File: src/rtl/regfile_param_pkg.sv
// rtl/regfile_param_pkg.sv - shared types and helpers for the parametrised register file
package regfile_param_pkg;

  typedef enum logic [0:0] {
    CLEAR = 1'b0,
    IDLE  = 1'b1
  } clr_state_t;

  // Address width for a given depth, never below one bit.
  function automatic int addr_width(input int depth);
    int w;
    w = 1;
    while ((1 << w) < depth) w++;
    return w;
  endfunction

endpackage

File: src/rtl/regfile_clear_fsm.sv
// rtl/regfile_clear_fsm.sv - sequential clear engine that zeroes one entry per cycle
module regfile_clear_fsm
  import regfile_param_pkg::*;
#(
  parameter int DEPTH  = 8,
  parameter int ADDR_W = addr_width(DEPTH)
) (
  input  logic              clk,
  input  logic              rst,
  input  logic              clear,
  output logic              busy,
  output logic              clr_we,
  output logic [ADDR_W-1:0] clr_addr
);

  localparam logic [ADDR_W-1:0] LAST = ADDR_W'(DEPTH - 1);

  clr_state_t        state;
  logic [ADDR_W-1:0] clr_cnt;

  always_ff @(posedge clk or posedge rst) begin
    if (rst) begin
      state   <= CLEAR;
      clr_cnt <= '0;
    end else begin
      case (state)
        CLEAR: begin
          // A fresh request restarts the sweep from entry 0.
          if (clear) begin
            clr_cnt <= '0;
          end else if (clr_cnt == LAST) begin
            state   <= IDLE;
            clr_cnt <= '0;
          end else begin
            clr_cnt <= clr_cnt + ADDR_W'(1);
          end
        end
        default: begin
          if (clear) begin
            state   <= CLEAR;
            clr_cnt <= '0;
          end
        end
      endcase
    end
  end

  assign busy     = (state == CLEAR);
  assign clr_we   = (state == CLEAR);
  assign clr_addr = clr_cnt;

endmodule

File: src/rtl/regfile_param.sv
// rtl/regfile_param.sv - parametrised 1W/2R register file with bypass, zero register and clear engine
module regfile_param
  import regfile_param_pkg::*;
#(
  parameter int WIDTH    = 16,
  parameter int DEPTH    = 8,
  parameter int ADDR_W   = addr_width(DEPTH),
  parameter int ZERO_REG = 0
) (
  input  logic              clk,
  input  logic              rst,
  input  logic              write,
  input  logic [ADDR_W-1:0] wrAddr,
  input  logic [WIDTH-1:0]  wrData,
  input  logic              clear,
  input  logic [ADDR_W-1:0] rdAddrA,
  input  logic [ADDR_W-1:0] rdAddrB,
  output logic [WIDTH-1:0]  rdDataA,
  output logic [WIDTH-1:0]  rdDataB,
  output logic              busy,
  output logic              wrAck
);

  logic [WIDTH-1:0]  mem [DEPTH];
  logic              clr_busy;
  logic              clr_we;
  logic [ADDR_W-1:0] clr_addr;
  logic              wr_en;
  logic              wr_accept;
  logic              zero_wr;

  regfile_clear_fsm #(
    .DEPTH  (DEPTH),
    .ADDR_W (ADDR_W)
  ) u_clear_fsm (
    .clk      (clk),
    .rst      (rst),
    .clear    (clear),
    .busy     (clr_busy),
    .clr_we   (clr_we),
    .clr_addr (clr_addr)
  );

  assign busy      = clr_busy;
  assign zero_wr   = (ZERO_REG != 0) && (wrAddr == '0);
  // The write on a clear edge still lands; the sweep overwrites it later.
  assign wr_en     = write && !clr_busy && !zero_wr;
  assign wr_accept = write && !clr_busy && !clear;

  always_ff @(posedge clk) begin
    if (clr_we) begin
      mem[clr_addr] <= '0;
    end else if (wr_en) begin
      mem[wrAddr] <= wrData;
    end
  end

  always_ff @(posedge clk or posedge rst) begin
    if (rst) begin
      wrAck <= 1'b0;
    end else begin
      wrAck <= wr_accept;
    end
  end

  always_comb begin
    rdDataA = mem[rdAddrA];
    if (clr_busy || ((ZERO_REG != 0) && (rdAddrA == '0))) begin
      rdDataA = '0;
    end else if (write && !clear && (wrAddr == rdAddrA)) begin
      rdDataA = wrData;
    end
  end

  always_comb begin
    rdDataB = mem[rdAddrB];
    if (clr_busy || ((ZERO_REG != 0) && (rdAddrB == '0))) begin
      rdDataB = '0;
    end else if (write && !clear && (wrAddr == rdAddrB)) begin
      rdDataB = wrData;
    end
  end

endmodule

File: config.mk
export PLATFORM = sky130hd
export DESIGN_NAME = regfile_param
export DESIGN_NICKNAME = d
export VERILOG_FILES = /design/src/rtl/regfile_param_pkg.sv /design/src/rtl/regfile_clear_fsm.sv /design/src/rtl/regfile_param.sv
export SDC_FILE = /design/constraint.sdc
export NUM_CORES = 1
export LEC_CHECK = 0
export BUFFER_PORTS_ARGS = -buffer_cell sky130_fd_sc_hd__buf_2
export CORE_MARGIN = 2
export CORE_UTILIZATION = 40
export CTS_CLUSTER_DIAMETER = 30
export CTS_CLUSTER_SIZE = 14
export DETAILED_ROUTE_END_ITERATION = 7
export SLEW_MARGIN = 20
export SYNTH_ARGS = -nofsm -noshare
export SYNTH_HDL_FRONTEND = slang
export SYNTH_SLANG_ARGS = --single-unit
File: constraint.sdc
create_clock -name clk -period 2.5 [get_ports clk]
set_input_delay 0.5 -clock clk [delete_from_list [all_inputs] [get_ports clk]]
set_output_delay 0.5 -clock clk [all_outputs]
set_load 0.03 [all_outputs]
==> impl_results.md <==
* Fin area at slightly above 8000 um2
* Detail Route Antenna Nets at 0
* Synth unique cells at 31
* Status: complete, no violations
* Die extent in y at approximately 140 um
* CP Data Arrival Time at 1.93 ns
* Clock tree buffer depth at 2
* Vias in the first global route at about 4700
* Worst-Margin Slew at between 0.3 and 0.4 ns
* Via density at 5.88
* Final worst path period need at between 2 and 2.5 ns
* Reg2Reg Setup Slack at 0.59 ns
* CP Capture Type: primary output
* Core ar. at 17200 um2
* CP required at approximately 2 ns
* Die ar. at ~19000 um2
* Hold path start: clear
* Hold Vio Cnt, Final at 0
* CP Class: input pin to primary output
* Ratio of cells with drive above 1 in the final layout at between 20% and 30%
* Port buffer count at 62
* Clock Skew at 0.00405 ns
* GP Congestion at 0.802
* Iteration-0 DRC Markers at 442
* Clk root buf: clkbuf_16
* Pin count of the biggest net entering global routing at 48
* Syn Std Cell Area at 6980 um2
* Num CTS Buffers at 17
* Worst hold path class: input pin to flip-flop
* GRT Total Usage at 20.5%
* Max Slew Vio Count at 0
* Setup violators final at 0
* Share of the synthesized area in the top cell type at 55.0%
* First-pass GRT wire length at 27300 um
* Largest cells by area after synthesis: edfxtp_1 55%, mux2i_1 9.5%, mux4_1 7.9%
* Post-DP HPWL at 11700 um
* Syn_nets at 494
* Initial Utilization at 40.7%
* Die W at 136 um
* Post-synth EDFFs at 128
* Startpoint Class: input pin
* Max-Slew Margin vs Limit at 76.2%
* Routed WL per cell at 23.1 um
* Setup Buffers After CTS at 0
* Pre-CTS setup slack at 0.0384 ns
* Post-synthesis register bit count at 133
* Met2 Track Usage GR at 33.8%
* Drt drc at 0
* Sequential-to-total area share from yosys stat at 56.8%
* Syn_area_per_cell at 15.1 um2
* R2R Path End: mem[0][1]$_DFFE_PP_
* Initial antenna violation count at 0
* Drt total wl at 18100 um
* Synth Instances at 463
* R2R Path Start: u_clear_fsm.state$_DFF_PP0_
* Pre-antenna DRT Iters at 5
* R2R depth at 4
* Lkg Pwr at 3.28 nW
* PwrDens at 679 nW/um2
* Post-DP Area at 7700 um2
* Synth warn at 0
* Synth-to-Final Area Change at 18.7%
* F_max at a little over 0.4 GHz
* Top FF cell, synth: edfxtp_1
* Antenna Cells at 0
* Met1 Usage GRT at 26.0%
* Clock slew at reported path FFs at about 0.050 ns
* NumNets Final at 576
* Most instantiated library cell after synthesis: edfxtp_1
* Via count at 4607
* Worst-path maximum fanout at 10
* IR drop worst, VDD at 0.518 mV
* Met3 usage at 5.07%
* Clock Latency Late Sink at 0.42 ns
* Max-cap viol count at 0
* Cell accounting for the most synthesized area: edfxtp_1
* Htree depth at 4
* Top cells by count, synth: 128 x edfxtp_1, 66 x mux2i_1, 64 x a21oi_1
* CTS tree: built
* Hold depth at 2
* Ys async rst share at 3.76%
* Top Ports at 63
* GRT Max-Usage Layer: met2
* Final period util at 97.4%
* Hold path endpoint: u_clear_fsm.state$_DFF_PP0_
* RSZ-0062 raised after global routing: yes
* Fin worst setup slack at 0.0651 ns
* Overflow after GRT at 0
* Row count at 48
* Clock sinks at roughly 130
* Final Util at around half
-- routing by layer --
layer	part of all wire (%)	routed length, um
met1	42	7560
met2	49	8920
met3	6.1	1110
met4	2.6	461
met5	0	0
-- worst max-delay path, stage by stage --
cell	delay (ns)
clkbuf_4	0.19
buf_12	0.18
or2_1	0.24
buf_4	0.15
o22ai_1	0.14
a21oi_1	0.07
a21oi_1	0.22
buf_2	0.24
-- kinds of logic after synthesis --
group / count (synthesis) / share of synthesized area (%)
DFF: 133 / 56.8
AOI/OAI and AO/OA: 130 / 11.7
muxes: 101 / 21.7
and+or+nand+nor: 48 / 3.80
buffers and inverters: 43 / 4.85
xor gates and xnor gates: 6 / 0.752
adders and majority gates: 2 / 0.358
-- metrics by stage --
stage / hold WS [ns] / std cells / TNS, ns / total power, mW
6_report: 0.291 / 783 / 0 / 5.63
5_1_grt: 0.283 / 783 / -0.0220 / 5.80
4_1_cts: 0.273 / 783 / 0 / 5.67
3_5_place_dp: 0.416 / 750 / 0 / 3.24
3_3_place_gp: 0.404 / 750 / 0 / 3.22
2_1_floorplan: 0.279 / 463 / 0 / 3.01
-- how the worst max path moves through the flow --
stage                                endpoint  slack, ns  cells after the start       start
after floorplan           mem[0][0]$_DFFE_PP_       0.22                      4       write
after global placement            rdDataA[15]       0.03                      8  rdAddrA[1]
after detailed placement          rdDataA[15]       0.04                      6  rdAddrA[1]
after CTS                         rdDataA[15]       0.02                      6  rdAddrA[1]
after global routing              rdDataA[15]      -0.02                      8  rdAddrA[1]
final                             rdDataA[15]       0.07                      8  rdAddrA[1]
-- placed cells by master, fill, tap and decap left out --
cell           instances
buf_4                 28
a21oi_1               64
nand2b_1               2
clkbuf_16             17
o22ai_2               20
buf_2                 61
mux2i_1               66
clkbuf_4               1
bufinv_16              2
clkbuf_1               7
clkbuf_8               4
ha_1                   2
inv_1                  3
mux4_1                21
and2_1                 1
nand4_2                2
edfxtp_1             128
xnor2_1                6
dlygate4sd3_1          1
dfrtp_1                4
buf_12                12
clkinv_2               2
mux4_2                13
o22ai_1               10
nor2_1                15
and3_1                16
mux2_2                 1
nor3_1                 2
o21ai_0               29
or2_1                  2
nor3b_1                2
nor2b_1                2
nand2_1                4
a31oi_1                3
o21ai_1                4
dfrtp_2                1
-- flip-flops by register name, indices dropped and copies added (netlist names) --
signal                cells
mem                     128
wrAck                     1
u_clear_fsm.state         1
u_clear_fsm.clr_addr      3
-- timing repair --
| item | in CTS | in global routing |
|---|---|---|
| hold endpoints to repair | 5 | 0 |
| hold buffers | 1 | 0 |
| endpoints found under the setup margin | 0 | 18 |
| gates resized for setup | 0 | 2 |
-- area by class of cell --
class,instances,area (um2)
Multi-Input combinational cell,287,2680
Clock inverter,4,70.1
Clock buffer,28,507
Inverter,3,11.3
Sequential cell,133,3970
Timing Repair Buffer,103,773
Tap cell,225,282
Fill cell,1502,8890
-- where the power goes --
group | internal [mW] | switching (mW)
clock network | 1.57 | 0.860
registers | 2.54 | 0.0460
logic | 0.268 | 0.347
No activity file was read; power rests on OpenSTA's default activity.
